**src/rtl/display_pkg.sv**
```systemverilog
// Shared types and helpers for the 4-digit display scan controller.
package display_pkg;

    localparam int NUM_DIGITS = 4;
    localparam int SEL_W      = 2;
    localparam int NIB_W      = 4;
    localparam int DATA_W     = NUM_DIGITS * NIB_W;

    typedef enum logic [1:0] {
        IDLE,
        SHOW,
        GAP
    } state_t;

    function automatic logic [NIB_W-1:0] nibble_of(
        input logic [DATA_W-1:0] value,
        input logic [SEL_W-1:0]  sel
    );
        logic [NIB_W-1:0] nib;
        case (sel)
            2'd0:    nib = value[3:0];
            2'd1:    nib = value[7:4];
            2'd2:    nib = value[11:8];
            default: nib = value[15:12];
        endcase
        return nib;
    endfunction

    // A digit is a leading zero when it and every more-significant digit are zero.
    function automatic logic is_leading_zero(
        input logic [DATA_W-1:0] value,
        input logic [SEL_W-1:0]  sel
    );
        logic lz;
        case (sel)
            2'd3:    lz = (value[15:12] == '0);
            2'd2:    lz = (value[15:8] == '0);
            2'd1:    lz = (value[15:4] == '0);
            default: lz = 1'b0;
        endcase
        return lz;
    endfunction

endpackage

```
**src/rtl/slot_timer.sv**
```systemverilog
// Loadable down-counter with a terminal flag; times both the SHOW and GAP slots.
module slot_timer #(
    parameter int CW = 3
) (
    input  logic          clk,
    input  logic          rst,
    input  logic          clear,
    input  logic          load,
    input  logic [CW-1:0] load_value,
    output logic          done,
    output logic          one_left
);

    logic [CW-1:0] count;

    always_ff @(posedge clk) begin
        if (rst || clear) begin
            count <= '0;
        end else if (load) begin
            count <= load_value;
        end else if (count != '0) begin
            count <= count - CW'(1);
        end
    end

    assign done     = (count == '0);
    assign one_left = (count == CW'(1));

endmodule

```
**src/rtl/digit_scan_ctrl.sv**
```systemverilog
// Time-multiplexed 4-digit scan controller with double-buffered value load
// and optional leading-zero blanking. All outputs come straight from flops.
module digit_scan_ctrl
    import display_pkg::*;
#(
    parameter int DIV   = 4,
    parameter int BLANK = 1
) (
    input  logic        clk,
    input  logic        rst,
    input  logic        enable,
    input  logic        blank_lz,
    input  logic        load_valid,
    output logic        load_ready,
    input  logic [15:0] load_data,
    output logic [1:0]  sel,
    output logic        sel_en,
    output logic [3:0]  nibble,
    output logic        frame_done
);

    localparam int MAXC = (DIV > BLANK) ? DIV : BLANK;
    localparam int CW   = $clog2(MAXC + 1);
    localparam logic [CW-1:0] SHOW_LOAD = CW'(DIV - 1);
    localparam logic [CW-1:0] GAP_LOAD  = CW'((BLANK > 0) ? (BLANK - 1) : 0);

    state_t            state, state_nxt;
    logic [SEL_W-1:0]  sel_nxt;
    logic [DATA_W-1:0] active, active_nxt, pending;
    logic              pending_full;
    logic              commit;
    logic              t_load, t_clear, t_done, t_one;
    logic [CW-1:0]     t_value;
    logic              next_zero;
    logic              sel_en_nxt, frame_done_nxt;
    logic [NIB_W-1:0]  nibble_nxt;

    assign pending_full = !load_ready;

    slot_timer #(.CW(CW)) u_timer (
        .clk        (clk),
        .rst        (rst),
        .clear      (t_clear),
        .load       (t_load),
        .load_value (t_value),
        .done       (t_done),
        .one_left   (t_one)
    );

    always_comb begin
        state_nxt = state;
        sel_nxt   = sel;
        t_load    = 1'b0;
        t_clear   = 1'b0;
        t_value   = SHOW_LOAD;
        commit    = 1'b0;
        case (state)
            IDLE: begin
                sel_nxt = '0;
                if (enable) begin
                    state_nxt = SHOW;
                    t_load    = 1'b1;
                    commit    = 1'b1;
                end else begin
                    t_clear = 1'b1;
                end
            end
            SHOW: begin
                if (!enable) begin
                    state_nxt = IDLE;
                    sel_nxt   = '0;
                    t_clear   = 1'b1;
                end else if (t_done) begin
                    t_load = 1'b1;
                    if (BLANK > 0) begin
                        state_nxt = GAP;
                        t_value   = GAP_LOAD;
                    end else begin
                        sel_nxt = sel + SEL_W'(1);
                        commit  = (sel == '1);
                    end
                end
            end
            GAP: begin
                if (!enable) begin
                    state_nxt = IDLE;
                    sel_nxt   = '0;
                    t_clear   = 1'b1;
                end else if (t_done) begin
                    state_nxt = SHOW;
                    sel_nxt   = sel + SEL_W'(1);
                    t_load    = 1'b1;
                    commit    = (sel == '1);
                end
            end
            default: begin
                state_nxt = IDLE;
                sel_nxt   = '0;
                t_clear   = 1'b1;
            end
        endcase
    end

    // Outputs are precomputed from next-cycle state so they can be registered.
    always_comb begin
        active_nxt     = (commit && pending_full) ? pending : active;
        next_zero      = t_clear || (t_load ? (t_value == '0) : t_one);
        frame_done_nxt = ((state_nxt == GAP) || ((BLANK == 0) && (state_nxt == SHOW)))
                         && (sel_nxt == '1) && next_zero;
        sel_en_nxt     = (state_nxt == SHOW)
                         && !(blank_lz && is_leading_zero(active_nxt, sel_nxt));
        nibble_nxt     = nibble_of(active_nxt, sel_nxt);
    end

    always_ff @(posedge clk) begin
        if (rst) begin
            state      <= IDLE;
            sel        <= '0;
            sel_en     <= 1'b0;
            nibble     <= '0;
            frame_done <= 1'b0;
            active     <= '0;
            pending    <= '0;
            load_ready <= 1'b1;
        end else begin
            state      <= state_nxt;
            sel        <= sel_nxt;
            sel_en     <= sel_en_nxt;
            nibble     <= nibble_nxt;
            frame_done <= frame_done_nxt;
            active     <= active_nxt;
            // A load landing on a commit cycle stays pending until the next frame.
            if (load_valid && load_ready) begin
                pending    <= load_data;
                load_ready <= 1'b0;
            end else if (commit && pending_full) begin
                load_ready <= 1'b1;
            end
        end
    end

endmodule

```
**config.mk**
```make
export PLATFORM = sky130hd
export DESIGN_NAME = digit_scan_ctrl
export DESIGN_NICKNAME = d
export VERILOG_FILES = /design/src/rtl/display_pkg.sv /design/src/rtl/slot_timer.sv /design/src/rtl/digit_scan_ctrl.sv
export SDC_FILE = /design/constraint.sdc
export NUM_CORES = 1
export LEC_CHECK = 0
export BUFFER_PORTS_ARGS = -buffer_cell sky130_fd_sc_hd__buf_4
export CAP_MARGIN = 20
export CORE_UTILIZATION = 61
export CTS_CLUSTER_DIAMETER = 30
export DETAILED_ROUTE_END_ITERATION = 16
export MAX_ROUTING_LAYER = met4
export PLACE_DENSITY = 0.9
export SETUP_SLACK_MARGIN = 0.5
export SLEW_MARGIN = 10
export SYNTH_ARGS = -nofsm -noshare
export SYNTH_HDL_FRONTEND = slang
export SYNTH_SLANG_ARGS = --single-unit
```
**constraint.sdc**
```tcl
create_clock -name clk -period 5.7 [get_ports clk]
set_clock_uncertainty 0.2 [all_clocks]
set_input_delay 1.14 -clock clk [delete_from_list [all_inputs] [get_ports clk]]
set_output_delay 1.14 -clock clk [all_outputs]
set_load 0.02 [all_outputs]
```
-- Yosys cells after proc, flatten, opt, wreduce, memory -nomap -nowiden
Index checks and enable logic that the tools add are counted.
Widths: inputs -> output; s select.
- $add $sub $neg: 2
- reduce and logical (&&, ||, !) cells: 22
- eq/ne operators: 9
- multiplexer cells: 30
- operators by type and width (operator ; number):
    $mux 2 ; 11
    $mux 16 ; 1
    $logic_not 12->1 ; 1
    $pmux 4 s3 ; 1
    $eq 2x2->1 const B ; 5
    $mux 1 ; 10
    $logic_not 8->1 ; 1
    $eq 2x1->1 const B ; 3
    $logic_and 1x1->1 ; 6
    $logic_not 3->1 ; 2
    $mux 3 ; 2
    $pmux 2 s3 ; 1
    $logic_not 2->1 ; 2
    $logic_not 4->1 ; 1
    $pmux 1 s2 ; 2
    $pmux 2 s2 ; 1
    $reduce_bool 2->1 ; 2
    $eq 3x1->1 const B ; 1
    $pmux 1 s3 ; 1
    $reduce_bool 3->1 ; 1
    $reduce_or 3->1 ; 1
    $sub 3x1->3 const B ; 1
    $add 2x1->2 const B ; 1
    $logic_not 1->1 ; 2
    2 further kinds ; 3
- flip-flop bits (word level): 46
- input port bits: 21

-- Longest topological paths before layout
Gate-level depths: netlist (run 1).
- depth after elaboration: 11
- gate-level depth with buffers: 10
- depth with buffers taken out: 8

-- Modules after synthesis
A second synthesis (run 1) with hierarchy kept.
- cell total of the unflattened synthesis: 256
- area, all modules: 2109.5 µm²
- modules (own cells, without submodules) (module ; seq. area each (µm²) ; cells an instance ; area each (µm²) ; times used):
    digit_scan_ctrl ; 860.8 ; 233 ; 1886.8 ; 1
    slot_timer ; 60.1 ; 23 ; 222.7 ; 1

-- Worst setup path after synthesis (run 1)
Ideal clock, no wire load.
- path type: input -> register
- from: input enable
- to: register sel_en
- library setup time: 116 ps
- required time: 5384 ps
- setup slack: 3156 ps
- stages: 7
- data arrival time: 2228 ps
- cells stage by stage: nor2b_1 -> o21ai_4 -> buf_12 -> o41ai_1 -> o211ai_1 -> a211o_1 -> o211a_1
- longest elaborated chain between the ends: 9
- ends and longest elaborated chain (what ; line ; RTL):
    start, declared ; digit_scan_ctrl.sv:11 ; input logic enable,
    $mux 1, on equally long branches ; digit_scan_ctrl.sv:85, digit_scan_ctrl.sv:60 ;
    $pmux 1 s2 ; digit_scan_ctrl.sv:57 ; case (state)
    $logic_and 1x1->1 ; digit_scan_ctrl.sv:106 ; active_nxt = (commit && pending_full) ? pending : active;
    $mux 16 ; digit_scan_ctrl.sv:106 ;
    $logic_not 12->1, or another cell as far along ; display_pkg.sv:38 ; 2'd1: lz = (value[15:4] == '0);
    $pmux 1 s3 ; display_pkg.sv:35 ; case (sel)
    $logic_and 1x1->1 ; digit_scan_ctrl.sv:111 ; && !(blank_lz && is_leading_zero(active_nxt, sel_nxt));
    $logic_not 1->1 ; digit_scan_ctrl.sv:111 ;
    $logic_and 1x1->1 * ; digit_scan_ctrl.sv:111 ;
    end signal, assigned ; digit_scan_ctrl.sv:128 ; sel_en <= sel_en_nxt;
    end, declared ; digit_scan_ctrl.sv:17 ; output logic sel_en,
Mark *: on every way between the ends. The rest lies on a longest branch, timed or not.
A chain may end at the register's enable or synchronous reset.

-- Final worst setup path (run 1)
- from: register state[0]
- to: register nibble[0]
- longest elaborated chain between the ends: 5
- ends and longest elaborated chain (what ; line ; RTL):
    start, declared ; digit_scan_ctrl.sv:27 ; state_t state, state_nxt;
    start signal, assigned ; digit_scan_ctrl.sv:126 ; state <= state_nxt;
    $eq 2x2->1 or $logic_not 2->1 (tied branches) ; digit_scan_ctrl.sv:57 ;
    $pmux 1 s2 ; digit_scan_ctrl.sv:57 ;
    $logic_and 1x1->1 ; digit_scan_ctrl.sv:106 ;
    $mux 16 ; digit_scan_ctrl.sv:106 ;
    $pmux 4 s3 * ; display_pkg.sv:20 ; case (sel)
    end signal, assigned ; digit_scan_ctrl.sv:129 ; nibble <= nibble_nxt;
    end, declared ; digit_scan_ctrl.sv:18 ; output logic [3:0] nibble,
Marked as above.

==> flow_summary_export.csv, run 1 <==
group,metric,value,unit
synthesis,synth_fa_ha_area_frac,0.0453,
clock_network,holdBufCountCts,0,
detailed_routing,drc,0,
run,max-cap-violations,0,
detailed_routing,detail_route.vias_per_cell,5.63,
finish,final_net_count,295,
clock_network,cts-root-buf,"clkbuf_4",
floorplanning,die_h,62.2,um
clock_network,clock-sinks,46,
clock_network,cts_tree,"done",
critical_path,cp.arrival,2.90,ns
synthesis,ys.flop_type,"dfxtp_1",
global_route,grt_overflow,0,
clock_network,cts_buffers,5,
sta,min_period_over_period,0.501,
synthesis,synth_top_area_cell,"dfxtp_1",
synthesis,ys_async_sr_fraction,0,
place,dp_hpwl,3180,um
critical_path,end_kind,"flip-flop",
synthesis,synth_area_leaders,"dfxtp_1, nand2_1, a21oi_1",
floorplanning,start_util,0.647,
synthesis,syn_inst,240,
place,portBuffers,29,
clock_network,cts_setup_buffers,0,
floorplanning,ioPinCount,30,
sta,hold_viol,0,
critical_path,crit_chain,"inv_1 -> ha_1 -> and4b_4 -> o21ai_4 -> mux2_2 -> a221oi_1 -> a211oi_1",
detailed_routing,wl_met2,2010,um
power,power.sequential.fraction,0.535,
sta,fin_hold_ws,0.266,ns
critical_path,regToRegSetupSlack,2.84,ns
sta,tightestPinTransition,0.731,ns
floorplanning,fp-row-count,21,
global_route,grt_pass1_wl,7490,um
detailed_routing,antenna_left,0,
run_status,status,"completed",
synthesis,synth_edf_count,0,
synthesis,synth_top_family_by_area,"simple AND/OR/NAND/NOR gates",
finish,nFillCells,265,
critical_path,crit_path_top_delay_cell,"o21ai_4",
synthesis,ys_ff_latch,46,
synthesis,syn-num-nets,269,
critical_path,startpoint_type,"flip-flop",
synthesis,synth_compound_area_frac,0.184,
clock_network,clk-insertion-delay-late,0.36,ns
sta,period_needed,2.86,ns
critical_path,max_stage_delay,0.57,ns
power,p_int,0.479,mW
sta,rsz0062_at_grt,"no",
floorplanning,dieArea,3870,sq um
detailed_routing,detail_route.first_pass.iterations,4,
sta,tns,0,ns
synthesis,synthXorXnorAreaFrac,0,
finish,layout_commonest_cell,"dfxtp_1",
clock_network,clock_path_buffers,2,
synthesis,synthMuxAreaShare,0.0963,
finish,diodes,0,
global_route,grt_pass1_vias,1684,
detailed_routing,routed_wl,4350,um
critical_path,worstPathMaxFanout,23,
synthesis,synth_warnings,0,
hold_path,hold_path.class,"reg2reg",
detailed_routing,wl_per_cell,13.9,um
finish,syn_to_final_growth,13.1,%
power,sw_frac_of_total,0.257,
clock_network,path_clk_slew,0.13,ns
detailed_routing,topRoutingLayerUsed,"met4",
global_route,grt_use_total,0.250,
power,p_switching,0.166,mW
floorplanning,core,3420,sq um
detailed_routing,drtIter0Drc,86,
global_route,grt_max_degree,43,
sta,max_freq,350,MHz
synthesis,avgSynthCellArea,9.21,sq um
detailed_routing,m1WireLength,2050,um
power,irDropWorstVdd,0.197,mV
finish,mostFrequentLayoutCells,"dfxtp_1, nand2_1, buf_4",
sta,slew_headroom,0.511,
global_route,antenna_found_initial,0,
synthesis,synth_top_cell_area_share,0.417,
synthesis,yosys.area_share.simple,0.212,
place,place_congestion,0.819,
synthesis,seq_area_frac_synth,0.417,
power,clkPwrFrac,0.312,
critical_path,cp_data_required_time,5.74,ns
critical_path,worst-setup-path-type,"reg2reg",
power,power_density,258,nW/um^2
floorplanning,die_w,62.2,um
power,pwr-share-comb,0.153,
sta,setup_viol,0,
detailed_routing,wl_met3,223,um
clock_network,cts.repair.resized,0,
finish,drive_above_1_share,0.226,
detailed_routing,vias,1756,
power,power.leakage,1.06,nW
sta,slew_viol_final,0,
clock_network,h-tree-depth,2,
synthesis,synthDistinctLibCells,51,
synthesis,synth_area,2210,sq um
## cell type report
cell class,instances,area (sq um),area share
multi-input cells,175,1190,0.475
flip-flops and latches,46,921,0.368
repair buffers,29,218,0.0871
well taps,46,57.6,0.0230
clock buffers,6,51.3,0.0205
inverters,9,33.8,0.0135
clock inverters,1,30.0,0.0120
## cells in the mapped netlist (all sizes together), types with 2 or more instances
master,instances
dfxtp,46
nand2,42
a21oi,23
nor2,19
mux2i,10
nor2b,10
inv,9
mux2,9
ha,8
o21ai,8
a221oi,6
clkbuf,6
nor3,5
a211oi,4
buf,4
nand3,4
and2,3
nor4,3
a211o,2
o41ai,2
## power by group through the flow
stage / Clock [mW] / Combinational (mW) / Sequential (mW)
floorplan: 0 / 0.0719 / 0.351
global placement: 0 / 0.0957 / 0.352
detailed placement: 0 / 0.0974 / 0.352
CTS: 0.202 / 0.0984 / 0.345
global route: 0.216 / 0.109 / 0.347
finish: 0.201 / 0.0987 / 0.345
## critical path: cells and delay by family (launching register included)
kind | cells | cell delay, ns
flops | 1 | 0.40
simple gates | 1 | 0.26
compound gates | 3 | 1.00
buf+inv | 1 | 0.09
mux | 1 | 0.43
fa+ha+maj | 1 | 0.34
## worst paths after layout
kind              start    endpoint  depth (start not counted)
max reg2reg    state[0]   nibble[0]                          7
min          pending[0]  pending[0]                          2
max            state[0]   nibble[0]                          7
min reg2reg  pending[0]  pending[0]                          2
## registers in the layout, indices dropped and copies added, names as in the netlist
signal         cells
state              2
pending           16
sel_en             1
load_ready         1
sel                2
nibble             4
u_timer.count      3
active            16
frame_done         1
## logic make-up (layout without fill, tap and decap cells)
logic type                 count (synthesis)  after routing
muxes                                     19             19
AOI/OAI and AO/OA                         53             53
buffers and inverters                     19             45
and+or+nand+nor                           95             95
DFF                                       46             46
adders and majority gates                  8              8
## routing by layer
layer,vias to the layer above,track usage
li1,899,-
met1,802,0.317
met2,46,0.404
met3,9,0.0551
met4,0,0.0640
met5,-,-
## stage by stage
step / util / instances / cell area, sq um / worst slack [ns] / total power, mW
floorplan: - / 240 / 2210 / 3.16 / 0.423
CTS: 0.732 / 312 / 2500 / 2.85 / 0.646
global route: 0.732 / 312 / 2500 / 2.72 / 0.672
detailed placement: 0.708 / 305 / 2420 / 2.81 / 0.449
finish: 0.732 / 312 / 2500 / 2.84 / 0.645
global placement: 0.708 / 305 / 2420 / 2.86 / 0.447
Note: power is estimated with default switching activity, not from simulation.
==> run 2: changes to the inputs <==
ABC_AREA = 1   (was default)
CORE_UTILIZATION = 56   (was 61)
PLACE_DENSITY = 0.84   (was 0.9)
clock period = 2.85 ns   (was 5.7 ns; I/O delays follow)
==> flow_summary_export.csv, run 2 <==
group,metric,value,unit
finish,mostFrequentLayoutCells,"nor2_1, nand2_1, dfxtp_1",
critical_path,cp_data_required_time,2.85,ns
floorplanning,ioPinCount,30,
detailed_routing,drtIter0Drc,125,
hold_path,hold_path.class,"reg2reg",
global_route,grt.busiest_layer,"met2",
detailed_routing,antenna_left,0,
synthesis,syn-num-nets,331,
detailed_routing,routed_wl,4480,um
place,dp_hpwl,3240,um
finish,syn_to_final_growth,19.5,%
global_route,grtUsageMet2,0.404,
floorplanning,die_h,63.7,um
global_route,grt_pass1_vias,1701,
synthesis,synth_area_leaders,"dfxtp_1, nor2_1, nand2_1",
clock_network,cts-root-buf,"clkbuf_8",
run_status,status,"completed",
finish,nFillCells,332,
detailed_routing,detail_route.first_pass.iterations,4,
global_route,grt_use_total,0.237,
global_route,grt_max_degree,23,
floorplanning,dieArea,4060,sq um
power,power_density,570,nW/um^2
critical_path,startpoint_type,"flip-flop",
place,place_congestion,0.857,
synthesis,synth_warnings,0,
finish,largest_registers,"active x16, pending x16, nibble x4",
synthesis,synth_edf_count,0,
floorplanning,fp-row-count,22,
hold_path,whs_path_depth,2,
power,power.leakage,1.19,nW
finish,diodes,0,
run,max-cap-violations,0,
detailed_routing,vias,1940,
synthesis,ys_async_sr_fraction,0,
clock_network,h-tree-depth,2,
synthesis,syn_inst,302,
clock_network,clock_path_buffers,2,
power,irDropWorstVdd,0.390,mV
detailed_routing,wl_per_cell,11.8,um
synthesis,seq_area_frac_synth,0.431,
hold_path,hold_path.startpoint,"pending[14]",
critical_path,rr_worst_depth,13,
place,portBuffers,29,
finish,drive_above_1_share,0.187,
global_route,antenna_found_initial,0,
clock_network,cts_tree,"done",
critical_path,r2r-start,"u_timer.count[0]",
critical_path,worstPathMaxFanout,22,
sta,min_period_over_period,0.773,
power,power.total,1.45,mW
clock_network,path_clk_slew,0.09,ns
sta,hold_viol,0,
synthesis,ys.flop_type,"dfxtp_1",
synthesis,avgSynthCellArea,7.07,sq um
synthesis,synth_common_cells,"nor2_1, nand2_1, dfxtp_1, inv_1, o21ai_0",
synthesis,synth_top_cell_area_share,0.431,
sta,setup_viol,0,
floorplanning,die_w,63.7,um
global_route,met1_usage,0.278,
sta,max_freq,454,MHz
clock_network,clk-insertion-delay-late,0.30,ns
finish,layout_commonest_cell,"nor2_1",
hold_path,hold_path_end,"pending[14]",
detailed_routing,detail_route.vias_per_cell,5.11,
floorplanning,core,3660,sq um
global_route,grt_pass1_wl,7310,um
critical_path,end_kind,"flip-flop",
synthesis,synthDistinctLibCells,28,
critical_path,worst-setup-path-type,"reg2reg",
sta,tightestPinTransition,0.546,ns
global_route,grt_overflow,0,
synthesis,synth_area,2130,sq um
synthesis,ys_ff_latch,46,
detailed_routing,drc,0,
sta,slew_viol_final,0,
clock_network,clock-sinks,46,
critical_path,regToRegSetupSlack,0.65,ns
critical_path,r2r-end,"sel_en",
sta,slew_headroom,0.636,
critical_path,cp.arrival,2.21,ns
floorplanning,start_util,0.583,
sta,tns,0,ns
finish,final_net_count,360,
synthesis,synth_top_area_cell,"dfxtp_1",
synthesis,yosys.cell_count.top_type,"nor2_1",
sta,period_needed,2.20,ns
clock_network,cts_buffers,5,
sta,rsz0062_at_grt,"no",
global_route,gr-usage-met3,0.0589,
## run 2: cell types whose count changed after synthesis, moves of 6 or more
cell,before,now
a21oi_1,22,16
inv_1,9,34
mux2_2,6,0
mux2i_1,10,0
nand2_1,41,50
nand2_2,1,9
nand3_1,2,16
nor2_1,18,58
nor2b_1,10,0
o21ai_0,3,30
## run 2: cells by family (layout without fill, tap and decap cells)
logic type / Yosys count / in the layout / share of synthesized area
flops: 46 / 46 / 0.431
simple gates: 142 / 142 / 0.283
fa+ha+maj: 8 / 8 / 0.0469
compound gates: 58 / 58 / 0.148
buf+inv: 48 / 78 / 0.0909
## run 2: where the power goes
group | leakage, nW | internal, mW | switching, mW
sequential | 0.377 | 0.686 | 0.0229
combinational | 0.761 | 0.100 | 0.162
clock | 0.0504 | 0.261 | 0.221
## run 2: layout make-up
cell class	instances	area, sq um	share of cell area
Timing Repair Buffer	34	255	0.100
Sequential cell	46	921	0.361
Multi-Input combinational cell	208	1060	0.418
Clock inverter	3	45.0	0.0177
Clock buffer	5	68.8	0.0270
Tap cell	48	60.1	0.0236
Inverter	36	135	0.0530
## run 2: how the worst max path moves through the flow
| stage | from | endpoint | slack [ns] | cells after the start |
|---|---|---|---|---|
| finish | u_timer.count[0] | sel_en | 0.65 | 13 |
| global route | u_timer.count[0] | sel_en | 0.45 | 15 |
| CTS | u_timer.count[0] | sel_en | 0.53 | 13 |
| detailed placement | u_timer.count[0] | sel_en | 0.42 | 13 |
| global placement | enable | sel_en | 0.53 | 14 |
| floorplan | enable | sel_en | 0.93 | 10 |
## run 2: critical path: stages, from the launching register on
cell and delay, ns:
dfxtp_1 0.33, inv_1 0.10, ha_2 0.21, inv_2 0.05, nor2_4 0.18, nand3_4 0.11
nand2_8 0.13, nand2_8 0.12, o21ai_1 0.24, nand2_1 0.08, nor2_1 0.11, nor2_1 0.05
nor2_1 0.14, nor2_1 0.05
## run 2: per-layer routing
layer | up-vias | wire (um) | share of wire
met5 | - | 0 | 0
met4 | 0 | 59 | 0.013
met3 | 9 | 255 | 0.057
met2 | 56 | 2140 | 0.48
met1 | 860 | 2020 | 0.45
li1 | 1015 | - | -
## run 2: through the flow
step,instance area (sq um),setup WS (ns),util,instances,hold slack (ns)
finish,2550,0.648,0.697,380,0.261
global route,2550,0.453,0.697,380,0.284
CTS,2470,0.527,0.675,375,0.262
detailed placement,2350,0.422,0.643,367,0.251
global placement,2350,0.529,0.643,367,0.248
floorplan,2130,0.929,-,302,0.230
## run 2: repair_timing
item	CTS	global route
hold endpoints to repair	0	0
endpoints found under the setup margin	2	5
pin swaps	0	3
hold buffers	0	0
resized for setup	1	8
buffers inserted	0	5
==> run 3: changes to the inputs <==
clock period = 2.15 ns   (was 2.85 ns; I/O delays follow)
==> flow_summary_export.csv, run 3 (same netlist as run 2, synthesis figures left out) <==
group,metric,value,unit
run,max-cap-violations,0,
power,power.leakage,1.36,nW
floorplanning,ioPinCount,30,
floorplanning,die_w,63.7,um
clock_network,h-tree-depth,2,
clock_network,cts_buffers,5,
detailed_routing,routed_wl,5550,um
finish,layout_commonest_cell,"nor2_1",
clock_network,cts-root-buf,"clkbuf_8",
detailed_routing,drtIter0Drc,176,
detailed_routing,detail_route.first_pass.iterations,4,
detailed_routing,wl_per_cell,13.8,um
global_route,grt_pass1_wl,8200,um
global_route,antenna_found_initial,0,
floorplanning,core,3660,sq um
finish,largest_registers,"active x16, pending x16, nibble x4",
clock_network,clock_path_buffers,2,
critical_path,cp.arrival,2.11,ns
detailed_routing,drc,0,
critical_path,critPathBufInv,3,
global_route,grt_use_total,0.270,
global_route,grt_overflow,0,
finish,diodes,0,
sta,max_freq,474,MHz
critical_path,crit_path_top_delay_cell,"dfxtp_4",
global_route,grt_pass1_vias,1875,
sta,slew_headroom,0.722,
sta,tightestPinTransition,0.417,ns
critical_path,crit_chain,"inv_2 -> ha_4 -> nand2_1 -> nand2_4 -> buf_8 -> buf_4 -> nand3_1 -> nand2_1 -> nor2_1 -> nand2_1 -> nand2_1 -> nand2_1 -> nor2_1 -> nor2_1",
floorplanning,die_h,63.7,um
place,dp.cells,377,
sta,slew_viol_final,0,
finish,drive_above_1_share,0.355,
power,power.sequential.fraction,0.444,
detailed_routing,antenna_left,0,
power,irDropWorstVdd,0.590,mV
floorplanning,fp-row-count,22,
sta,hold_viol,0,
power,power_density,718,nW/um^2
finish,final_net_count,383,
critical_path,worst-setup-path-type,"reg2reg",
finish,nFillCells,225,
power,clkPwrFrac,0.315,
critical_path,max_stage_delay,0.39,ns
sta,setup_viol,0,
finish,fin_area,2960,sq um
floorplanning,dieArea,4060,sq um
finish,finalNonFillerCells,403,
critical_path,worstPathMaxFanout,10,
critical_path,end_kind,"flip-flop",
detailed_routing,detail_route.vias_per_cell,5.34,
critical_path,startpoint_type,"flip-flop",
power,pwr-share-comb,0.241,
detailed_routing,vias,2153,
finish,syn_to_final_growth,38.5,%
place,place_congestion,0.884,
critical_path,cp_common_cell,"nand2_1",
sta,min_period_over_period,0.982,
clock_network,cts_tree,"done",
power,sw_frac_of_total,0.301,
sta,fin_hold_ws,0.164,ns
sta,period_needed,2.11,ns
clock_network,clk-insertion-delay-late,0.30,ns
global_route,grt_max_degree,23,
finish,mostFrequentLayoutCells,"nor2_1, buf_4, nand2_1",
clock_network,path_clk_slew,0.09,ns
power,p_switching,0.639,mW
run_status,status,"completed",
critical_path,critPathTopFamily,"simple AND/OR/NAND/NOR gates",
floorplanning,start_util,0.583,
place,placed_area,2460,sq um
power,p_int,1.48,mW
critical_path,cp_data_required_time,2.15,ns
clock_network,clock-sinks,46,
hold_path,hold_path.class,"in2reg",
place,dp_hpwl,3220,um
sta,rsz0062_at_grt,"yes",
place,portBuffers,29,
## run 3: worst paths after layout
| kind | startpoint | end | slack [ns] | depth (start not counted) |
|---|---|---|---|---|
| worst max register to register | state[1] | sel_en | 0.04 | 14 |
| worst min-delay path | load_data[11] | pending[11] | 0.16 | 3 |
| worst max-delay path | state[1] | sel_en | 0.04 | 14 |
| worst min register to register | pending[5] | pending[5] | 0.27 | 2 |
## run 3: what timing repair did
| action | in CTS | in global routing |
|---|---|---|
| setup buffers | 8 | 9 |
| cloned | 0 | 1 |
| pin swaps | 13 | 15 |
| resized for setup | 30 | 36 |
| hold buffers | 0 | 0 |
| setup endpoints to repair | 26 | 22 |
## run 3: metal layers
layer / GRT usage / vias up / part of all wire
li1: - / 1068 / -
met1: 0.306 / 969 / 0.41
met2: 0.460 / 91 / 0.50
met5: - / - / 0
met3: 0.0589 / 25 / 0.050
met4: 0.111 / 0 / 0.037
## run 3: per-stage QoR
| stage | setup TNS, ns | util | power (mW) | setup slack, ns |
|---|---|---|---|---|
| after CTS | 0 | 0.749 | 2.02 | 0.236 |
| after global routing | -0.0612 | 0.808 | 2.21 | -0.0612 |
| final | 0 | 0.808 | 2.12 | 0.0382 |
| after global placement | 0 | 0.673 | 1.30 | 0.103 |
| after floorplan | 0 | - | 1.20 | 0.284 |
| after detailed placement | 0 | 0.673 | 1.31 | 0.0629 |
## run 3: worst reg2reg max path, cell delays in order (launching register included)
cell and delay, ns:
dfxtp_4 0.39, inv_2 0.07, ha_4 0.16, nand2_1 0.13, nand2_4 0.10, buf_8 0.15, buf_4 0.13, nand3_1 0.10
nand2_1 0.09, nor2_1 0.13, nand2_1 0.07, nand2_1 0.06, nand2_1 0.07, nor2_1 0.12, nor2_1 0.05
## run 3: layout make-up
| class | count | area, sq um | share of cell area |
|---|---|---|---|
| Inverter | 36 | 135 | 0.0457 |
| Sequential cell | 46 | 931 | 0.315 |
| Tap cell | 48 | 60.1 | 0.0203 |
| Clock buffer | 5 | 68.8 | 0.0233 |
| Clock inverter | 3 | 48.8 | 0.0165 |
| Timing Repair Buffer | 56 | 447 | 0.151 |
| Multi-Input combinational cell | 209 | 1270 | 0.428 |
## run 3: power by group through the flow
stage          Combinational, mW  Sequential (mW)  Clock, mW
2_1_floorplan              0.236            0.963          0
4_1_cts                    0.415            0.939      0.669
3_3_place_gp               0.345            0.956          0
6_report                   0.511            0.941      0.669
5_1_grt                    0.559            0.948      0.708
3_5_place_dp               0.352            0.958          0
